File: src/rtl/mul_step_seq_if.sv
// mul_step_seq_if
//   Bundles the control and status signals between the EBOX sequencer
//   (mul_step_seq) and whatever drives it.
//   master : drives start/count/hold/abort/mq35; observes the sequencer outputs
//   slave  : the sequencer itself
//   Signals:
//     start, count[5:0], hold, abort, mq35      -> sequencer
//     busy, done, mq_sel[1:0], ad_op[1:0],
//     ar_load, steps_left[5:0]                  <- sequencer
interface mul_step_seq_if;
  logic       start;
  logic [5:0] count;
  logic       hold;
  logic       abort;
  logic       mq35;
  logic       busy;
  logic       done;
  logic [1:0] mq_sel;
  logic [1:0] ad_op;
  logic       ar_load;
  logic [5:0] steps_left;

  modport master (
    output start, count, hold, abort, mq35,
    input  busy, done, mq_sel, ad_op, ar_load, steps_left
  );

  modport slave (
    input  start, count, hold, abort, mq35,
    output busy, done, mq_sel, ad_op, ar_load, steps_left
  );
endinterface

File: src/rtl/mul_step_seq.sv
// mul_step_seq
//   Booth multiply step sequencer for the EBOX data path. After a start it
//   issues one Booth step per cycle (adder op, AR load, MQ shift) for the
//   requested number of steps, then pulses done for one cycle.
//   Ports:
//     clk        : data-path clock, rising edge
//     rst_n      : asynchronous active-low reset
//     bus        : mul_step_seq_if.slave (start/count/hold/abort/mq35 in;
//                  busy/done/mq_sel/ad_op/ar_load/steps_left out)
//     arith_cnt  : 16-bit saturating count of arithmetic STEP cycles
//                  (present only when MUL_SEQ_PERF_EN is defined)
//   Parameter:
//     MAX_STEPS  : largest legal step count; larger requests saturate
//   Optional feature macro: MUL_SEQ_PERF_EN
module mul_step_seq #(
  parameter int MAX_STEPS = 36
) (
  input  logic          clk,
  input  logic          rst_n,
  mul_step_seq_if.slave bus
`ifdef MUL_SEQ_PERF_EN
  ,
  output logic [15:0]   arith_cnt
`endif
);

  typedef enum logic [1:0] {
    IDLE = 2'd0,
    STEP = 2'd1,
    DONE = 2'd2
  } state_t;

  localparam logic [5:0] MAX_CNT = 6'(MAX_STEPS);

  localparam logic [1:0] MQ_LOAD  = 2'b00;
  localparam logic [1:0] MQ_SHIFT = 2'b01;
  localparam logic [1:0] MQ_HOLD  = 2'b11;

  localparam logic [1:0] AD_PASS = 2'b00;
  localparam logic [1:0] AD_ADD  = 2'b01;
  localparam logic [1:0] AD_SUB  = 2'b10;

  state_t     state, state_nxt;
  logic       prev, prev_nxt;
  logic [5:0] steps_q, steps_nxt;
  logic [5:0] start_cnt;

  logic       busy_c;
  logic       done_c;
  logic [1:0] mq_sel_c;
  logic [1:0] ad_op_c;
  logic       ar_load_c;
  logic       start_ok;

  // Requests wider than the hardware supports are clamped, not wrapped.
  assign start_cnt = (bus.count > MAX_CNT) ? MAX_CNT : bus.count;

  // A start only counts when the sequencer is idle and nothing overrides it.
  assign start_ok = (state == IDLE) && bus.start && !bus.hold && !bus.abort;

  always_ff @(posedge clk or negedge rst_n) begin
    if (!rst_n) begin
      state   <= IDLE;
      prev    <= 1'b0;
      steps_q <= 6'd0;
    end else begin
      state   <= state_nxt;
      prev    <= prev_nxt;
      steps_q <= steps_nxt;
    end
  end

  // Abort wins over everything, then hold freezes the machine and keeps the
  // data path quiet; a DONE under hold simply waits, so its pulse is deferred.
  always_comb begin
    state_nxt = state;
    prev_nxt  = prev;
    steps_nxt = steps_q;
    busy_c    = (state != IDLE);
    done_c    = 1'b0;
    mq_sel_c  = MQ_HOLD;
    ad_op_c   = AD_PASS;
    ar_load_c = 1'b0;

    if (bus.abort) begin
      state_nxt = IDLE;
      prev_nxt  = 1'b0;
      steps_nxt = 6'd0;
    end else if (!bus.hold) begin
      case (state)
        IDLE: begin
          if (bus.start) begin
            steps_nxt = start_cnt;
            prev_nxt  = 1'b0;
            state_nxt = (start_cnt == 6'd0) ? DONE : STEP;
          end
        end
        STEP: begin
          mq_sel_c = MQ_SHIFT;
          // Booth radix-2 recode of the current multiplier bit and the one
          // shifted out last cycle.
          case ({bus.mq35, prev})
            2'b10:   ad_op_c = AD_SUB;
            2'b01:   ad_op_c = AD_ADD;
            default: ad_op_c = AD_PASS;
          endcase
          ar_load_c = (ad_op_c != AD_PASS);
          prev_nxt  = bus.mq35;
          if (steps_q != 6'd0) begin
            steps_nxt = steps_q - 6'd1;
          end
          if (steps_q <= 6'd1) begin
            state_nxt = DONE;
          end
        end
        DONE: begin
          done_c    = 1'b1;
          state_nxt = IDLE;
        end
        default: begin
          state_nxt = IDLE;
          prev_nxt  = 1'b0;
          steps_nxt = 6'd0;
        end
      endcase
    end
  end

  assign bus.busy       = busy_c;
  assign bus.done       = done_c;
  assign bus.mq_sel     = mq_sel_c;
  assign bus.ad_op      = ad_op_c;
  assign bus.ar_load    = ar_load_c;
  assign bus.steps_left = steps_q;

`ifdef MUL_SEQ_PERF_EN
  // ar_load is only ever high on a live STEP cycle, so it alone marks an
  // arithmetic step; the count sticks at all-ones rather than wrapping.
  always_ff @(posedge clk or negedge rst_n) begin
    if (!rst_n) begin
      arith_cnt <= 16'd0;
    end else if (start_ok) begin
      arith_cnt <= 16'd0;
    end else if (ar_load_c && (arith_cnt != 16'hFFFF)) begin
      arith_cnt <= arith_cnt + 16'd1;
    end
  end
`else
  logic unused_start_ok;
  assign unused_start_ok = start_ok;
  localparam logic [1:0] UNUSED_MQ_LOAD = MQ_LOAD;
`endif

endmodule

File: src/flat_wrapper.sv
// flat-port wrapper written by rule: the top's interface ports become plain ports
module mul_step_seq_flat 
#(
  parameter int MAX_STEPS = 36
)
  (clk, rst_n, bus_start, bus_count, bus_hold, bus_abort, bus_mq35, bus_busy, bus_done, bus_mq_sel, bus_ad_op, bus_ar_load, bus_steps_left);
  mul_step_seq_if bus_i ();
  input  logic clk;
  input  logic rst_n;
  input wire logic [$bits(bus_i.start)-1:0] bus_start;
  input wire logic [$bits(bus_i.count)-1:0] bus_count;
  input wire logic [$bits(bus_i.hold)-1:0] bus_hold;
  input wire logic [$bits(bus_i.abort)-1:0] bus_abort;
  input wire logic [$bits(bus_i.mq35)-1:0] bus_mq35;
  output wire logic [$bits(bus_i.busy)-1:0] bus_busy;
  output wire logic [$bits(bus_i.done)-1:0] bus_done;
  output wire logic [$bits(bus_i.mq_sel)-1:0] bus_mq_sel;
  output wire logic [$bits(bus_i.ad_op)-1:0] bus_ad_op;
  output wire logic [$bits(bus_i.ar_load)-1:0] bus_ar_load;
  output wire logic [$bits(bus_i.steps_left)-1:0] bus_steps_left;
  assign bus_i.start = bus_start;
  assign bus_i.count = bus_count;
  assign bus_i.hold = bus_hold;
  assign bus_i.abort = bus_abort;
  assign bus_i.mq35 = bus_mq35;
  assign bus_busy = bus_i.busy;
  assign bus_done = bus_i.done;
  assign bus_mq_sel = bus_i.mq_sel;
  assign bus_ad_op = bus_i.ad_op;
  assign bus_ar_load = bus_i.ar_load;
  assign bus_steps_left = bus_i.steps_left;
  mul_step_seq #(.MAX_STEPS(MAX_STEPS)) u_core (.clk(clk), .rst_n(rst_n), .bus(bus_i));
endmodule
File: config.mk
export PLATFORM = sky130hd
export DESIGN_NAME = mul_step_seq_flat
export DESIGN_NICKNAME = d
export VERILOG_FILES = /design/src/rtl/mul_step_seq_if.sv /design/src/rtl/mul_step_seq.sv /design/src/flat_wrapper.sv
export SDC_FILE = /design/constraint.sdc
export NUM_CORES = 1
export LEC_CHECK = 0
export ABC_AREA = 1
export CAP_MARGIN = 20
export CORE_AREA = 2 2 40 42
export CTS_CLUSTER_SIZE = 14
export DETAILED_ROUTE_END_ITERATION = 10
export DIE_AREA = 0 0 42 44
export DONT_BUFFER_PORTS = 1
export PLACE_DENSITY = 0.85
export SLEW_MARGIN = 10
export SYNTH_ARGS = -nofsm -noshare
export SYNTH_HDL_FRONTEND = slang
export SYNTH_SLANG_ARGS = --single-unit
File: constraint.sdc
create_clock -name clk -period 1.6 [get_ports clk]
set_clock_uncertainty 0.2 [all_clocks]
set_input_delay 0.08 -clock clk [delete_from_list [all_inputs] [get_ports clk]]
set_output_delay 0.08 -clock clk [all_outputs]
set_load 0.01 [all_outputs]
==> results of run 1 <==
[state kept, by name, indices dropped and copies added (netlist names)]
| register | flops |
|---|---|
| u_core.bus.steps_left | 6 |
| u_core.state | 2 |
| u_core.prev | 1 |
[cells by family (layout without fill, tap and decap cells)]
logic type / count (synthesis) / count (layout) / synth area share
buffers and inverters: 21 / 42 / 0.101
AO/OA/AOI/OAI: 4 / 4 / 0.0245
other: 1 / 1 / 0.00460
flip-flops: 9 / 9 / 0.276
adder cells (fa/ha/maj): 5 / 5 / 0.0767
AND/OR/NAND/NOR: 94 / 94 / 0.517
[power by group]
group / leakage [nW] / total (mW) / switching, mW / internal [mW]
logic: 0.455 / 1.31 / 0.808 / 0.501
registers: 0.118 / 0.443 / 0.114 / 0.329
clock network: 0.0150 / 0.185 / 0.0885 / 0.0967
total: 0.588 / 1.94 / 1.01 / 0.927
[routing by layer]
metal  vias up  global-route usage  routed length, microns  share of wire
met5         -                   0                       0              0
met4         0               0.232                     114          0.051
met3        15              0.0167                     154          0.069
met2        59               0.472                    1080           0.48
met1       437               0.314                     891           0.40
li1        461                   -                       -              -
[worst max-delay path, cell delays in order, from the launching register on]
cell and delay [ps]:
dfrtp_2 430, nor2_4 110, nand2_2 70, or2_4 310, nor2_4 120
[final cells by class]
| type | instances | area, sq um | area share |
|---|---|---|---|
| clock buffers | 4 | 26.3 | 0.0248 |
| repair buffers | 18 | 155 | 0.147 |
| inverters | 20 | 75.1 | 0.0709 |
| well taps | 16 | 20.0 | 0.0189 |
| flip-flops and latches | 9 | 226 | 0.214 |
| multi-input cells | 104 | 556 | 0.525 |
[per-stage QoR]
stage	instance area [sq um]	setup TNS (ps)	worst slack, ps	total power [mW]	hold slack [ps]
finish	1060	0	6.37	1.94	-245
detailed placement	881	0	69.7	1.58	-415
floorplan	816	0	36.9	1.25	-416
global placement	881	0	67.0	1.54	-415
CTS	1030	0	12.0	1.85	-249
global route	1060	-90.2	-32.9	2.11	-239
[path summary, 6_finish.rpt]
check	start	depth (start not counted)	end
max in group asynchronous	rst_n	2	u_core.state[1]
max reg2reg	u_core.bus.steps_left[0]	9	u_core.bus.steps_left[5]
min reg2reg	u_core.prev	2	u_core.prev
max	u_core.state[1]	4	bus_ar_load
min in group asynchronous	rst_n	2	u_core.bus.steps_left[3]
min	bus_abort	3	u_core.bus.steps_left[1]
[synthesized netlist by cell type]
library cell,number,share of area
inv_2,2,0.0092
nand3_2,1,0.012
conb_1,1,0.0046
or2_2,2,0.015
nor2_1,16,0.074
inv_1,18,0.083
nor2_2,1,0.0077
ha_1,5,0.077
nor2_4,2,0.028
a21oi_1,1,0.0061
nand2_2,1,0.0077
buf_4,1,0.0092
dfrtp_1,9,0.28
nand2_1,49,0.23
nand4_1,3,0.023
o21ai_0,3,0.018
nand3_1,18,0.11
nand2_4,1,0.014
[timing repair]
action | in CTS | in global routing
gates resized for setup | 10 | 6
buffers inserted | 1 | 2
endpoints found under the hold margin | 18 | 6
setup endpoints to repair | 4 | 9
pin swaps | 0 | 2
==> metrics.txt, run 1 <==
drt pass-1 iters=5; fin cells=171; flops & latches, synth=9; largest net degree at the start of global routing=10; min cycle time layout=1590 ps; Routed WL=2240 microns; fin util=0.746; f_max=627 MHz; startpoint types=flop; DP Cell Count=156; CTS tree=built; critical path type=reg -> out; Layout area overhead=29.8%; Seq/Total Area, Yosys=0.276; failing checks=hold timing; Pins Over Slew Limit=0; Total Routing Usage GR=0.275; YS warnings=0; # H-tree levels=1; Avg Cell Area, Syn=6.09 sq um; DR DRC count=0; Rows=14; CTS max path bufs=2; RSZ-0062 raised after global routing=true; global-route wire length before repair=3760 microns; Chip Width=42 microns; worst vdd ir=1110 uV; Initial DRC Count=36; worst hold slack=-245 ps; Synth cell types=18; root buf cell=clkbuf_4; Tcrit/Tclk final=0.996; # IOs=25; status=finished, violations left; final setup violation count=0; post-DR wirelength/cell=13.1 microns; IO buf count=0; Synthesized Nets=151; P_leak=0.588 nW; Core Box Area=1420 sq um; hpwl dp=1510 microns; R2R setup slack=70 ps; CP max FO=4; Final Hold Fails=6; Vias/cell=5.68; Antenna Cells=0; CTS sink count=9; PwrDens=1830 nW/um^2; die footprint=1850 sq um; commonest non-fill, non-tap cell in the layout=nand2_1; Detail Route Antenna Nets=0; Critical Path Sink Type=primary output; total grt overflow=0; worst-skew pair later-pin latency=270 ps; Post-CTS Hold Buffers=8; Post-Synthesis Cells=134; DR vias=972; number of max-cap violations=0; most frequent cells in the layout=47 x nand2_1, 18 x nand3_1, 17 x inv_1; GP Congestion=0.854; TritonCTS Buffers=3; Hold Crit Class=in -> reg; cell area after synthesis=816 sq um; initial antenna violation count=0; Worst EP arrival=1310 ps; vias in the first global route=926; Req. time, crit path=1320 ps; Clk pin slew, worst setup/hold paths=60 ps; Chip Height=44 microns; share of cells above drive strength 1=0.213; Layout fillers=107; Initial Utilization=0.575; nets=173
Note: power is estimated with default switching activity, not from simulation.
==> inputs of run 2 (changes only) <==
--- a/config.mk
+++ b/config.mk
@@ -12,7 +12,9 @@
 export DETAILED_ROUTE_END_ITERATION = 10
 export DIE_AREA = 0 0 42 44
 export DONT_BUFFER_PORTS = 1
+export HOLD_SLACK_MARGIN = 0.05
 export PLACE_DENSITY = 0.85
+export SETUP_SLACK_MARGIN = 0.4
 export SLEW_MARGIN = 10
 export SYNTH_ARGS = -nofsm -noshare
 export SYNTH_HDL_FRONTEND = slang
==> run 2 against run 1 <==
Effect of this change: the run ends with hold timing, setup timing left; count of clock-buffer cells in the layout unchanged; non-clock buffer count is 13 higher; critical path depth did not move; largest cell class unchanged.
==> metrics.txt, run 2 (synthesized netlist as in run 1, its figures left out) <==
status=finished, violations left; failing checks=hold timing, setup timing; worst r2r dst=u_core.bus.steps_left[4]; min cycle time layout=1640 ps (+42.2 ps); largest net degree at the start of global routing=10 (unchanged); Layout area overhead=64.7%; IO buf count=0 (unchanged); Chip Width=42 microns (unchanged); share of cells above drive strength 1=0.446 (+0.234); Tcrit/Tclk final=1.02 (+0.0263); multi-input combinational cell area=691 sq um (+24%); worst slew pin tran=506 ps; Final Hold Fails=6 (unchanged); CTS tree=built; CP bufs+invs=0 (unchanged); RR Startpoint=u_core.state[1]; PnR worst setup slack=-35.8 ps (-42.2 ps); Total Routing Usage GR=0.296 (+0.0207); Pins Over Slew Limit=0 (unchanged); Hold Path Cell Cnt=3 (unchanged); Largest stage delay, worst path=440 ps (about the same); Hold EP=u_core.bus.steps_left[0]; Rows=14 (unchanged); CTS max path bufs=2 (unchanged); R2R setup slack=30 ps (-40 ps); global-route wire length before repair=4080 microns (+8.4%); worst hold slack=-236 ps (+8.71 ps); # IOs=25 (unchanged); Initial DRC Count=88 (+140%); crit-path cells=nor2_4 > nand2_2 > or2_4 > nor2_4; pre-CTS WS=51.6 ps (-18.0 ps); CTS sink count=9 (unchanged); slowest cell on the critical path=dfrtp_2; Routed WL=3770 microns (+68%); DR DRC count=0 (unchanged); die footprint=1850 sq um (unchanged); Critical Path Sink Type=primary output; HP Start=bus_abort; number of max-cap violations=0 (unchanged); Core Box Area=1420 sq um (unchanged); commonest non-fill, non-tap cell in the layout=nand2_1; final setup violation count=3 (+3); vias in the first global route=935 (+0.97%); fin util=0.947 (+0.201); drt pass-1 iters=5 (unchanged); worst vdd ir=1430 uV (+30%); most frequent cells in the layout=40 x nand2_1, 13 x buf_4, 12 x inv_1, 12 x nand3_1, 11 x buf_6; startpoint types=flop; total grt overflow=0 (unchanged); Reg2Reg Depth=7 (-2); CP dominant cell by count=nor2_4; Seq. cell area=230 sq um (+1.7%); critical path type=reg -> out; hpwl dp=1470 microns (-2.5%); Vias/cell=6.15 (+8.1%); Hold Crit Class=in -> reg; initial antenna violation count=0 (unchanged); GP Congestion=0.832 (-2.6%); CP delay by family, top=simple AND/OR/NAND/NOR gates; DR vias=1131 (+16%); root buf cell=clkbuf_4; worst-skew pair later-pin latency=270 ps (about the same); Detail Route Antenna Nets=0 (unchanged); CP max FO=4 (unchanged); Req. time, crit path=1320 ps (about the same); # H-tree levels=1 (unchanged); Worst EP arrival=1360 ps (+50 ps); Clk pin slew, worst setup/hold paths=70 ps (about the same); TritonCTS Buffers=3 (unchanged); RSZ-0062 raised after global routing=true; post-DR wirelength/cell=20.5 microns (+56%); max reg flops=6 (unchanged); Chip Height=44 microns (unchanged); PwrDens=2150 nW/um^2 (+17%); Layout fillers=40 (-63%); Slew headroom=0.662; P_leak=0.678 nW (+15%); f_max=611 MHz (-2.6%); Antenna Cells=0 (unchanged); Power Total=2.89 mW (+49%); nets=186 (+7.5%); Initial Utilization=0.575 (unchanged)
run 2: cell count changes in the layout (fill, tap and decap cells not counted), moves of 5 or more:
cell	change
buf_6	+11
inv_1	-5
nand2_2	+7
nand3_1	-6
nand3_2	+5
nand2_1	-7
run 2: worst min-delay path: stages:
cell     delay [ps]
nor2_4           30
nand2_1          50
nand2_1          50
run 2: through the flow:
stage	TNS [ps]	std cells	area [sq um]	hold WS (ps)
after floorplan	0	134	895	-416
after global placement	0	155	952	-415
after detailed placement	0	155	952	-415
after CTS	0	173	1140	-229
after global routing	-276	184	1340	-228
final	-73.2	184	1340	-236
run 2: what timing repair did:
| item | in CTS | in global routing |
|---|---|---|
| setup buffers | 8 | 10 |
| resized for setup | 14 | 34 |
| endpoints found under the hold margin | 19 | 17 |
| pin swaps | 2 | 22 |
| hold buffers | 6 | 1 |
| setup endpoints to repair | 15 | 17 |
run 2: final cells by class:
cell class / instances / share of cell area
repair buffers: 31 / 0.217
multi-input cells: 104 / 0.514
inverters: 20 / 0.0633
flip-flops and latches: 9 / 0.171
clock buffers: 4 / 0.0196
well taps: 16 / 0.0149
run 2: power breakdown:
part / switching [mW] / internal (mW)
Clock: 0.0962 / 0.0967
Combinational: 1.27 / 0.926
Sequential: 0.160 / 0.337
Total: 1.53 / 1.36
run 2: worst max path at each step:
stage                                  start                  endpoint  slack [ps]  depth (start not counted)
CTS                          u_core.state[1]              bus_ad_op[1]          40                          4
global placement             u_core.state[0]  u_core.bus.steps_left[4]          30                          6
detailed placement           u_core.state[0]  u_core.bus.steps_left[4]          50                          6
finish                       u_core.state[1]              bus_ad_op[0]         -40                          4
global route                 u_core.state[1]              bus_ad_op[0]         -60                          4
floorplan           u_core.bus.steps_left[0]  u_core.bus.steps_left[0]         180                          9
run 2: metal layers:
metal	global-route usage	up-vias	wire length [microns]
li1	-	486	-
met1	0.357	512	1440
met2	0.478	101	1760
met3	0.0792	32	338
met4	0.168	0	237
met5	0	-	0
==> inputs of run 3 (changes only) <==
--- a/config.mk
+++ b/config.mk
@@ -5,15 +5,14 @@
 export SDC_FILE = /design/constraint.sdc
 export NUM_CORES = 1
 export LEC_CHECK = 0
-export ABC_AREA = 1
 export CAP_MARGIN = 20
-export CORE_AREA = 2 2 40 42
+export CORE_AREA = 2 2 39 41
 export CTS_CLUSTER_SIZE = 14
 export DETAILED_ROUTE_END_ITERATION = 10
-export DIE_AREA = 0 0 42 44
+export DIE_AREA = 0 0 41 43
 export DONT_BUFFER_PORTS = 1
 export HOLD_SLACK_MARGIN = 0.05
-export PLACE_DENSITY = 0.85
+export PLACE_DENSITY = 0.79
 export SETUP_SLACK_MARGIN = 0.4
 export SLEW_MARGIN = 10
 export SYNTH_ARGS = -nofsm -noshare
==> run 3 against run 2 <==
Effect of this change: the flow still finishes with violations (hold timing, setup timing); via count shrank 32%; final area down 16%; largest cell class unchanged; combinational power fell by 85%; wire length fell by 38%; synthesized area decreased by 14%; highest routed layer unchanged; count of clock-buffer cells in the layout did not move; sequential share of layout area grew 3.0 points; critical path type is now reg -> reg; first-iteration DRC count down 88%; hold slack lost 48 ps; register-to-register slack lost 200 ps; non-clock buffer count fell by 4.
==> metrics.txt, run 3 <==
switching part of the total power=0.340 (-0.189); root buf cell=clkbuf_4; CP bufs+invs=0 (unchanged); Detail Route Antenna Nets=0 (unchanged); critical path type=reg -> reg; Initial Utilization=0.508 (-0.0668); Seq. cell area=228 sq um (-1.1%); M2 GR Usage=0.494 (+0.0156); crit-path cells=or3_4 > a311o_1 > a311oi_2 > a21o_1; DP Cell Count=114 (-26%); worst hold slack=-284 ps (-48.1 ps); startpoint types=flop; Core Box Area=1380 sq um (-2.5%); fin cells=127 (-31%); CP delay by family, top=compound AO/OA/AOI/OAI gates; hpwl dp=1430 microns (-3.1%); number of max-cap violations=0 (unchanged); Largest stage delay, worst path=390 ps (-50 ps); Placed Instance Area=905 sq um (-5.0%); met3 usage=0.110 (+0.0308); Avg Cell Area, Syn=8.47 sq um (+39%); CTS tree=built; f_max=565 MHz (-7.5%); Initial DRC Count=11 (-88%); Synth area leaders=dfrtp_1 32%, ha_1 8.9%, nor2_1 4.3%; most frequent cells in the layout=18 x buf_4, 7 x dfrtp_1, 6 x nor2_1, 6 x buf_6, 5 x inv_1; count leader, synth=dfrtp_1; Worst EP arrival=1770 ps (+410 ps); Synth Flop Type=dfrtp_1; Post-CTS Hold Buffers=3 (-3); CP max FO=4 (unchanged); PwrDens=688 nW/um^2 (-68%); failing checks=hold timing, setup timing; worst vdd ir=612 uV (-57%); min cycle time layout=1770 ps (+133 ps); CTS max path bufs=2 (unchanged); Total Routing Usage GR=0.303 (+0.00773); Chip Height=43 microns (-2.3%); Tcrit/Tclk final=1.11 (+0.0834); clock power share=0.229 (+0.162); PnR worst setup slack=-169 ps (-133 ps); TritonCTS Buffers=3 (unchanged); total grt overflow=0 (unchanged); pre-CTS WS=-147 ps (-199 ps); fin util=0.816 (-0.131); flops & latches, synth=9 (unchanged); Chip Width=41 microns (-2.4%); Critical Path Sink Type=flop; slowest cell on the critical path=dfrtp_1; cell area after synthesis=703 sq um (-14%); # IOs=25 (unchanged); setup_tns=-735 ps (-662 ps); vias in the first global route=769 (-18%); drt pass-1 iters=4 (-1); post-DR wirelength/cell=18.4 microns (-10%); worst-skew pair later-pin latency=260 ps (about the same); status=finished, violations left; DR vias=767 (-32%); Pins Over Slew Limit=0 (unchanged); Antenna Cells=0 (unchanged); YS warnings=0 (unchanged); Final Hold Fails=19 (+13); grt peak-use layer=met2; CTS sink count=9 (unchanged); Req. time, crit path=1600 ps (+280 ps); Hold Crit Class=in -> reg; sequential power share=0.335 (+0.163); Layout area overhead=60.7%; # H-tree levels=1 (unchanged); Layout fillers=89 (+120%); share of cells above drive strength 1=0.477 (+0.0310); initial antenna violation count=0 (unchanged); Cell Int Power=0.513 mW (-62%); largest net degree at the start of global routing=10 (unchanged); multi-input combinational cell area=583 sq um (-16%); max reg flops=6 (unchanged); global-route wire length before repair=3470 microns (-15%); die footprint=1760 sq um (-4.6%); Psw=0.264 mW (-83%); Comb pwr share=0.436 (-0.325); Post-Synthesis Cells=83 (-38%); Synthesized Nets=100 (-34%); most frequent cells after synthesis=9 x dfrtp_1, 8 x nor2_1, 7 x inv_1, 5 x ha_1; number of enable flip-flop cells after synthesis=0 (unchanged); Vias/cell=6.04 (-1.7%); Synth cell types=39 (+21); Clk pin slew, worst setup/hold paths=60 ps (about the same); commonest non-fill, non-tap cell in the layout=buf_4; post-synth top area cell=dfrtp_1; FFs w/ async S/R, synth=1.00 (unchanged); Rows=14 (unchanged); DR DRC count=0 (unchanged); RSZ-0062 raised after global routing=true; Routed WL=2330 microns (-38%); nets=129 (-31%); Seq/Total Area, Yosys=0.320 (+0.0442); post-synth top area share=0.320 (+0.0442); design area=1130 sq um (-16%); met1 Track Usage GR=0.339 (-0.0177); P_leak=0.491 nW (-28%); final setup violation count=6 (+3); GP Congestion=0.837 (+0.67%); IO buf count=0 (unchanged)
-- run 3: layout make-up --
class	count	area share
Multi-Input combinational cell	63	0.516
Timing Repair Buffer	27	0.206
Sequential cell	9	0.202
Inverter	8	0.0354
Clock buffer	4	0.0233
Tap cell	16	0.0177
-- run 3: kinds of logic (layout without fill, tap and decap cells) --
kind of cell / after synthesis / count (layout) / synth area share
and+or+nand+nor: 32 / 32 / 0.258
AOI/OAI and AO/OA: 22 / 22 / 0.221
DFF: 9 / 9 / 0.320
other: 1 / 1 / 0.00533
buffers and inverters: 11 / 39 / 0.0658
muxes: 1 / 1 / 0.0160
adders and majority gates: 5 / 5 / 0.0890
xor gates and xnor gates: 2 / 2 / 0.0249
-- run 3: through the flow --
stage,power [mW],hold slack [ps]
after floorplan,0.424,-416
after global placement,0.496,-415
after detailed placement,0.504,-415
after CTS,0.742,-287
after global routing,0.826,-305
final,0.778,-284
-- run 3: final timing paths --
| kind | start | endpoint | slack (ps) | cells after the start |
|---|---|---|---|---|
| worst max-delay path | u_core.state[1] | u_core.bus.steps_left[2] | -170 | 4 |
| worst min-delay path | bus_abort | u_core.state[1] | -280 | 1 |
| worst max register to register | u_core.state[1] | u_core.bus.steps_left[2] | -170 | 4 |
| worst min register to register | u_core.prev | u_core.prev | 350 | 1 |
| max in group asynchronous | rst_n | u_core.bus.steps_left[2] | 890 | 1 |
| min in group asynchronous | rst_n | u_core.bus.steps_left[3] | -20 | 1 |
-- run 3: worst register-to-register path, delay by kind of cell (launching register included) --
| family | cells | cell delay (ps) |
|---|---|---|
| compound gates | 3 | 730 |
| simple gates | 1 | 380 |
| flops | 1 | 390 |
-- run 3: timing repair --
action	CTS	global route
gates cloned	0	0
gates resized for setup	19	8
hold endpoints to repair	19	19
setup endpoints to repair	17	18
setup buffers	3	3
pin swaps	6	2
-- run 3: power groups by stage --
stage	clock (mW)	sequential [mW]	combinational, mW
floorplan	0	0.273	0.151
global placement	0	0.265	0.232
detailed placement	0	0.265	0.239
CTS	0.178	0.258	0.307
global route	0.203	0.262	0.361
finish	0.178	0.260	0.339
-- run 3: metal layers --
metal,part of all wire,vias to the layer above
met5,0,-
met4,0.029,0
met3,0.061,8
met2,0.54,35
met1,0.36,362
li1,-,362
